**config.mk**
```make
export PLATFORM = sky130hd
export DESIGN_NAME = axi_rd_arbiter
export DESIGN_NICKNAME = d
export VERILOG_FILES = /design/src/rtl/axi_arb_pkg.sv /design/src/rtl/arb_pick2.sv /design/src/rtl/axi_rd_arbiter.sv
export SDC_FILE = /design/constraint.sdc
export NUM_CORES = 1
export LEC_CHECK = 0
export BUFFER_PORTS_ARGS = -buffer_cell sky130_fd_sc_hd__buf_2
export CELL_PAD_IN_SITES_DETAIL_PLACEMENT = 1
export CELL_PAD_IN_SITES_GLOBAL_PLACEMENT = 1
export CORE_ASPECT_RATIO = 1.1
export CORE_MARGIN = 4
export CORE_UTILIZATION = 28
export CTS_CLUSTER_SIZE = 20
export DETAILED_ROUTE_END_ITERATION = 16
export HOLD_SLACK_MARGIN = 0.06
export PLACE_DENSITY_LB_ADDON = 0.2
export SLEW_MARGIN = 20
export SYNTH_ARGS = -nofsm -noshare
export SYNTH_HDL_FRONTEND = slang
export SYNTH_HIERARCHICAL = 1
export SYNTH_SLANG_ARGS = --single-unit
export TNS_END_PERCENT = 5
```
**constraint.sdc**
```tcl
create_clock -name clk -period 1.8 [get_ports clk]
set_input_delay 0.09 -clock clk [delete_from_list [all_inputs] [get_ports clk]]
set_output_delay 0.09 -clock clk [all_outputs]
set_load 0.02 [all_outputs]
```
**src/rtl/axi_arb_pkg.sv**
```systemverilog
// Shared constants and types for the AXI read arbiter: FSM encoding, requester IDs and fixed AR attributes.
package axi_arb_pkg;

  localparam logic [3:0] S_IDLE = 4'b0001;
  localparam logic [3:0] S_AR   = 4'b0010;
  localparam logic [3:0] S_R    = 4'b0100;
  localparam logic [3:0] S_DONE = 4'b1000;

  localparam logic [3:0] ID_INST = 4'd0;
  localparam logic [3:0] ID_DATA = 4'd1;

  localparam logic [2:0] ARSIZE_WORD  = 3'b010;
  localparam logic [1:0] ARBURST_INCR = 2'b01;

  typedef struct packed {
    logic [3:0]  id;
    logic [31:0] addr;
    logic [3:0]  len;
  } ar_req_t;

endpackage

```
**src/rtl/arb_pick2.sv**
```systemverilog
// Combinational two-way picker; grant[0]=inst, grant[1]=data, zero latency.
// ARB_RR_EN: round-robin on the last-grant pointer; otherwise data has fixed priority.
module arb_pick2 (
  input  logic       req_inst,
  input  logic       req_data,
`ifdef ARB_RR_EN
  input  logic       last_inst,
`endif
  output logic [1:0] grant
);

  always_comb begin
    grant = 2'b00;
`ifdef ARB_RR_EN
    if (req_inst && req_data) begin
      grant = last_inst ? 2'b10 : 2'b01;
    end else begin
      grant = {req_data, req_inst};
    end
`else
    if (req_data) begin
      grant = 2'b10;
    end else if (req_inst) begin
      grant = 2'b01;
    end
`endif
  end

endmodule

```
**src/rtl/axi_rd_arbiter.sv**
```systemverilog
// Shares one AXI AR/R channel between icache and dcache: arvalid 1 cycle after req, R beats forwarded combinationally by ID.
// Channel held until the granted burst's rlast plus one DONE cycle; ARB_RR_EN selects round-robin, else data-first priority.
module axi_rd_arbiter
  import axi_arb_pkg::*;
(
  input  logic        clk,
  input  logic        rst,
  input  logic        inst_req_i,
  input  logic [31:0] inst_araddr_i,
  input  logic [3:0]  inst_arlen_i,
  input  logic        data_req_i,
  input  logic [31:0] data_araddr_i,
  input  logic [3:0]  data_arlen_i,
  output logic        inst_rvalid_o,
  output logic        data_rvalid_o,
  output logic [31:0] rdata_o,
  output logic [3:0]  rid_o,
  output logic        rlast_o,
  output logic [3:0]  arid,
  output logic [31:0] araddr,
  output logic [3:0]  arlen,
  output logic [2:0]  arsize,
  output logic [1:0]  arburst,
  output logic        arvalid,
  input  logic        arready,
  input  logic [3:0]  rid,
  input  logic [31:0] rdata,
  input  logic [1:0]  rresp,
  input  logic        rlast,
  input  logic        rvalid,
  output logic        rready
);

  logic [3:0] state;
  logic [3:0] state_nxt;
  ar_req_t    lat;
  logic [1:0] grant;
  logic       owner_req;
  logic       abandon;
  logic       id_match;
  logic       fwd;
  logic       unused_rresp;

  assign unused_rresp = ^rresp;

`ifdef ARB_RR_EN
  logic last_inst;

  arb_pick2 u_pick (
    .req_inst  (inst_req_i),
    .req_data  (data_req_i),
    .last_inst (last_inst),
    .grant     (grant)
  );

  always_ff @(posedge clk or posedge rst) begin
    if (rst) begin
      last_inst <= 1'b1;
    end else if (state == S_IDLE && grant != 2'b00) begin
      last_inst <= grant[0];
    end
  end
`else
  arb_pick2 u_pick (
    .req_inst (inst_req_i),
    .req_data (data_req_i),
    .grant    (grant)
  );
`endif

  always_ff @(posedge clk or posedge rst) begin
    if (rst) begin
      state <= S_IDLE;
    end else begin
      state <= state_nxt;
    end
  end

  assign id_match = (rid == lat.id);

  always_comb begin
    state_nxt = state;
    case (state)
      S_IDLE: if (grant != 2'b00) state_nxt = S_AR;
      S_AR:   if (arready) state_nxt = S_R;
      S_R:    if (rvalid && id_match && rlast) state_nxt = S_DONE;
      S_DONE: state_nxt = S_IDLE;
      default: state_nxt = S_IDLE;
    endcase
  end

  // Abandon is sticky so a requester that clears mid-burst never sees the tail of its old burst.
  always_ff @(posedge clk or posedge rst) begin
    if (rst) begin
      lat     <= '{id: ID_INST, addr: '0, len: '0};
      abandon <= 1'b0;
    end else if (state == S_IDLE && grant != 2'b00) begin
      abandon <= 1'b0;
      if (grant[1]) begin
        lat <= '{id: ID_DATA, addr: data_araddr_i, len: data_arlen_i};
      end else begin
        lat <= '{id: ID_INST, addr: inst_araddr_i, len: inst_arlen_i};
      end
    end else if ((state == S_AR || state == S_R) && !owner_req) begin
      abandon <= 1'b1;
    end
  end

  assign owner_req = (lat.id == ID_DATA) ? data_req_i : inst_req_i;

  always_comb begin
    arvalid       = (state == S_AR);
    rready        = (state == S_R);
    fwd           = (state == S_R) && rvalid && id_match && owner_req && !abandon;
    inst_rvalid_o = fwd && (lat.id == ID_INST);
    data_rvalid_o = fwd && (lat.id == ID_DATA);
  end

  assign arid    = lat.id;
  assign araddr  = lat.addr;
  assign arlen   = lat.len;
  assign arsize  = ARSIZE_WORD;
  assign arburst = ARBURST_INCR;

  assign rdata_o = rdata;
  assign rid_o   = rid;
  assign rlast_o = rlast;

endmodule

```
==> results of run 1 <==
==> worst paths after layout <==
path,slack [ns],to,cells past startpoint,startpoint
max reg2reg,0.07,araddr[4],4,state[0]
max,0.07,araddr[4],4,state[0]
min,0.07,state[3],3,rlast
min in group asynchronous,0.22,araddr[2],3,rst
min reg2reg,0.51,araddr[19],1,araddr[19]
max in group asynchronous,1.07,state[0],4,rst
==> logic make-up after synthesis <==
group,share of synthesized area (%)
other cells,0.2992
mux,33.35
simple gates,4.387
buf+inv,16.85
compound gates,2.493
xor+xnor,0.6980
flops,41.92
==> metrics by stage <==
stage | cells | cell area [sq um]
3_3_place_gp | 395 | 2990
4_1_cts | 404 | 3110
3_5_place_dp | 395 | 2990
2_1_floorplan | 202 | 2537
5_1_grt | 405 | 3134
6_report | 405 | 3134
==> repair_timing <==
action                                  4_1_cts  5_1_grt
setup buffers                                 0        0
resized for setup                             0        2
endpoints found under the setup margin        0        2
hold buffers                                  1        1
hold endpoints to repair                     41        1
==> worst min-delay path: stages <==
cell    delay, ns
buf_2        0.10
inv_1        0.07
nor2_1       0.05
==> report_power, final <==
group	leakage (uW)	switching [uW]	total, uW	internal (uW)
Combinational	0.000984	1250	2410	1170
Clock	0.0000514	327	742	414
Sequential	0.000497	259	1680	1420
Total	0.00153	1840	4840	3000
==> state kept, by name (all words and copies together), names as in the netlist <==
register,flops
abandon,1
araddr,32
arid,1
arlen,4
state,4
==> per-layer routing <==
metal | wire [um] | vias to the layer above
li1 | - | 810
met1 | 2275 | 833
met2 | 2798 | 90
met3 | 735 | 10
met4 | 65 | 0
met5 | 0 | -
==> final cells by class <==
| cell class | count | area share (%) |
|---|---|---|
| clock buffers | 6 | 2.315 |
| inverters | 3 | 0.3593 |
| repair buffers | 138 | 23.79 |
| clock inverters | 2 | 1.198 |
| well taps | 111 | 4.431 |
| flip-flops and latches | 42 | 33.57 |
| multi-input cells | 103 | 34.33 |
==> synth_stat cells <==
cell / count / share of area (%)
a21boi_0: 1 / 0.30
a22o_1: 1 / 0.35
a21o_1: 1 / 0.30
a41oi_1: 1 / 0.35
nor3_1: 2 / 0.40
a21oi_1: 1 / 0.20
buf_6: 1 / 0.45
nor4b_2: 1 / 0.60
buf_2: 4 / 0.80
dfrtp_1: 41 / 41
nand2_1: 2 / 0.30
buf_12: 1 / 0.80
o21a_4: 1 / 0.60
nor4b_1: 2 / 0.70
inv_1: 3 / 0.45
nand2b_1: 1 / 0.25
dfstp_2: 1 / 1.0
nor2_1: 3 / 0.45
xnor2_1: 1 / 0.35
nand3_1: 1 / 0.20
buf_4: 48 / 14
nor4b_4: 1 / 0.95
a221o_1: 1 / 0.40
nor2b_4: 1 / 0.55
conb_1: 2 / 0.30
mux2_2: 65 / 29
xor2_1: 1 / 0.35
mux2_4: 7 / 4.2
==> results.sh, run 1 <==
export IMPL_grt_busiest_layer="met2"
export IMPL_slowest_delay_ns=0.58
export IMPL_worstPathMaxFanout=23
export IMPL_fin_skew_ns=0.009109
export IMPL_grt_max_degree=24
export IMPL_path_cells="nor4b_4 > o21a_4 > buf_12 > mux2_2"
export IMPL_multi_input_area_sq_um=1076
export IMPL_row_count=35
export IMPL_ys_seq_area_share_pct=41.92
export IMPL_timing_final_crit_share_pct=95.96
export IMPL_grt_pass1_vias=1869
export IMPL_nets=410
export IMPL_grt_pass1_wl_um=9204
export IMPL_antenna_left=0
export IMPL_numCtsBuffers=5
export IMPL_synth_distinct_cells=28
export IMPL_layout_common_cells="128 x buf_2, 65 x mux2_2, 41 x dfrtp_1"
export IMPL_wl_per_cell_um=14.50
export IMPL_cp_start_kind="flip-flop"
export IMPL_syn_avg_cell_area_sq_um=12.81
export IMPL_synth_seq_cells=42
export IMPL_fin_crit_ns=1.727
export IMPL_layout_setup_ws_ns=0.07263
export IMPL_utilization_pct=36.70
export IMPL_worst_pin_slew_ns=0.5024
export IMPL_n_antenna_cell=0
export IMPL_dieArea_sq_um=10540
export IMPL_grt_ovfl_total=0
export IMPL_crit_path_end_kind="flip-flop"
export IMPL_initial_core_util_pct=29.39
export IMPL_synthesis_instances=196
export IMPL_timing_fmax_ghz=0.5789
export IMPL_ir_drop_uv=496.2
export IMPL_portBuffers=128
export IMPL_h_tree_depth=2
export IMPL_gp_congestion=0.7136
export IMPL_clk_latency_ns=0.29
export IMPL_ys_warn_count=6
export IMPL_regArea_sq_um=1052
export IMPL_rsz0062_at_grt="no"
export IMPL_hp_class="in -> reg"
export IMPL_synth_area_sq_um=2510
export IMPL_hold_ws_ns=0.06786
export IMPL_crit_path_top_delay_cell="dfstp_2"
export IMPL_use_met1_pct=12.72
export IMPL_hold_viol=0
export IMPL_p_total_uw=4837
export IMPL_timing_setup_tns_ns=0
export IMPL_p_leak_uw=0.001532
export IMPL_drive_gt1_share_pct=75.85
export IMPL_outcome="complete, no violations"
export IMPL_cts_sinks=42
export IMPL_design_core_area_sq_um=8539
export IMPL_first_pass_iters=3
export IMPL_antenna_found_initial=0
export IMPL_cp_top_family="flip-flops"
export IMPL_use_met2_pct=17.36
export IMPL_grt_use_total_pct=10.86
export IMPL_n_fill_cell=981
export IMPL_dpl_hpwl_um=4625
export IMPL_path_class="reg -> reg"
export IMPL_viasPerCell=4.304
export IMPL_io_pins=203
export IMPL_cts_buffer_depth=2
export IMPL_die_h_um=107.3
export IMPL_die_x_um=98.27
export IMPL_critPathRequiredTime_ns=1.98
export IMPL_max_slew_margin_rel_pct=66.04
export IMPL_setup_viol_count_final=0
export IMPL_drt_iter0_drc=11
export IMPL_finalMaxSlewViolations=0
export IMPL_tritoncts="yes"
export IMPL_cts_reportedPaths_clkPinSlew_ns=0.09
export IMPL_drt_wl_total_um=5874
export IMPL_maxCapViolations=0
export IMPL_root_buffer="clkbuf_8"
export IMPL_crit_buf_inv=1
export IMPL_met3_usage_pct=5.833
export IMPL_power_density_nw_per_um2=1543
export IMPL_drc=0
export IMPL_pre_cts_slack_ns=0.09108
export IMPL_dr_total_vias=1743
export IMPL_layout_commonest_cell="buf_2"
export IMPL_syn_to_final_growth_pct=24.88
export IMPL_arrival_ns=1.91
(Power assumes the default switching activity.)
==> run 2: changes to the inputs <==
clock period = 1.9 ns   (was 1.8 ns; I/O delays follow)
==> results.sh, run 2 (synthesized netlist as in run 1, its figures left out) <==
export IMPL_ir_drop_uv=510.3
export IMPL_clk_latency_ns=0.29
export IMPL_max_slew_margin_rel_pct=65.85
export IMPL_drive_gt1_share_pct=76.19
export IMPL_path_class="reg -> out"
export IMPL_n_fill_cell=991
export IMPL_wl_per_cell_um=14.96
export IMPL_io_pins=203
export IMPL_h_tree_depth=2
export IMPL_first_pass_iters=4
export IMPL_nets=410
export IMPL_outcome="complete, no violations"
export IMPL_finalMaxSlewViolations=0
export IMPL_crit_path_top_delay_cell="dfrtp_2"
export IMPL_r2r_slack_ns=0.18
export IMPL_syn_to_final_growth_pct=24.93
export IMPL_power_density_nw_per_um2=1461
export IMPL_design_core_area_sq_um=8539
export IMPL_p_total_uw=4581
export IMPL_r2r_start="state[0]"
export IMPL_crit_path_end_kind="output port"
export IMPL_timing_final_crit_share_pct=93.05
export IMPL_layout_setup_ws_ns=0.1321
export IMPL_antenna_found_initial=0
export IMPL_startpoint="state[1]"
export IMPL_cts_buffer_depth=2
export IMPL_viasPerCell=4.291
export IMPL_hold_viol=0
export IMPL_antenna_left=0
export IMPL_numCtsBuffers=5
export IMPL_crit_cells=4
export IMPL_crit_path_end="inst_rvalid_o"
export IMPL_arrival_ns=1.67
export IMPL_dieArea_sq_um=10540
export IMPL_largest_reg_flops=32
export IMPL_dpl_hpwl_um=4802
export IMPL_drc=0
export IMPL_die_x_um=98.27
export IMPL_pre_cts_slack_ns=0.1791
export IMPL_setup_viol_count_final=0
export IMPL_gp_congestion=0.6893
export IMPL_cts_reportedPaths_clkPinSlew_ns=0.08
export IMPL_timing_fmax_ghz=0.5656
export IMPL_dp_cells=393
export IMPL_drt_iter0_drc=24
export IMPL_crit_buf_inv=1
export IMPL_layout_common_cells="128 x buf_2, 65 x mux2_2, 40 x dfrtp_1"
export IMPL_cp_top_family="simple AND/OR/NAND/NOR gates"
export IMPL_finalNonFillerCells=405
export IMPL_row_count=35
export IMPL_slowest_delay_ns=0.47
export IMPL_p_leak_uw=0.001531
export IMPL_initial_core_util_pct=29.39
export IMPL_worst_pin_slew_ns=0.5051
export IMPL_critPathRequiredTime_ns=1.80
export IMPL_dr_total_vias=1738
export IMPL_drt_wl_total_um=6059
export IMPL_maxCapViolations=0
export IMPL_hp_class="in -> reg"
export IMPL_root_buffer="clkbuf_8"
export IMPL_cp_start_kind="flip-flop"
export IMPL_grt_max_degree=25
export IMPL_stdcell_area_sq_um=3136
export IMPL_die_h_um=107.3
export IMPL_n_antenna_cell=0
export IMPL_grt_use_total_pct=11.27
export IMPL_worstPathMaxFanout=4
export IMPL_fin_skew_ns=0.007629
export IMPL_placed_area_sq_um=2970
export IMPL_layout_commonest_cell="buf_2"
export IMPL_grt_pass1_wl_um=9653
export IMPL_path_cells="nor4b_4 > nand3_2 > nor3_1 > buf_2"
export IMPL_ff2ff_path_depth=4
export IMPL_worst_r2r_endpoint="arlen[0]"
export IMPL_hold_ws_ns=0.06264
export IMPL_tritoncts="yes"
export IMPL_grt_ovfl_total=0
export IMPL_fin_crit_ns=1.768
export IMPL_grt_pass1_vias=1905
export IMPL_cts_sinks=42
export IMPL_portBuffers=128
run 2: cell counts in the layout (fill, tap and decap cells not counted):
Identical to the previous run, type by type.
run 2: how the worst min path moves through the flow:
| stage | startpoint | end | slack, ns | cells past startpoint |
|---|---|---|---|---|
| floorplan | rlast | state[3] | 0.22 | 2 |
| global placement | rst | araddr[2] | 0.003 | 2 |
| detailed placement | rst | araddr[1] | -0.000002 | 2 |
| CTS | rlast | state[3] | 0.06 | 3 |
| global route | rlast | state[3] | 0.06 | 3 |
| finish | rlast | state[3] | 0.06 | 3 |
run 2: through the flow:
step           util [%]   TNS [ns]
2_1_floorplan         -          0
3_3_place_gp      34.78          0
3_5_place_dp      34.78          0
4_1_cts           36.41          0
5_1_grt           36.72  -0.007281
6_report          36.72          0
run 2: worst min-delay path, cell delays in order:
cell	delay, ns
buf_2	0.10
inv_1	0.07
nor2_1	0.05
run 2: repair_timing:
| action | in CTS | in global routing |
|---|---|---|
| pin swaps | 0 | 1 |
| hold endpoints to repair | 42 | 0 |
| resized for setup | 1 | 3 |
| buffers inserted | 0 | 2 |
| endpoints found under the setup margin | 1 | 1 |
| hold buffers | 2 | 0 |
run 2: layout make-up:
class | count | area, sq um | share of cell area [%]
well taps | 111 | 138.9 | 4.429
clock buffers | 6 | 72.57 | 2.314
multi-input cells | 103 | 1076 | 34.32
repair buffers | 138 | 745.7 | 23.78
flip-flops and latches | 42 | 1054 | 33.60
inverters | 3 | 11.26 | 0.3591
clock inverters | 2 | 37.54 | 1.197
run 2: report_power, final:
| part | total [uW] | internal, uW | switching, uW |
|---|---|---|---|
| Clock | 704 | 392 | 312 |
| Sequential | 1610 | 1350 | 264 |
| Combinational | 2260 | 1090 | 1170 |
run 2: per-layer routing:
layer / up-vias / GRT usage (%) / part of all wire (%)
met5: - / 0 / 0
met4: 0 / 2.439 / 0.74
met3: 8 / 4.861 / 10
met2: 91 / 19.16 / 50
met1: 825 / 13.25 / 39
li1: 814 / - / -
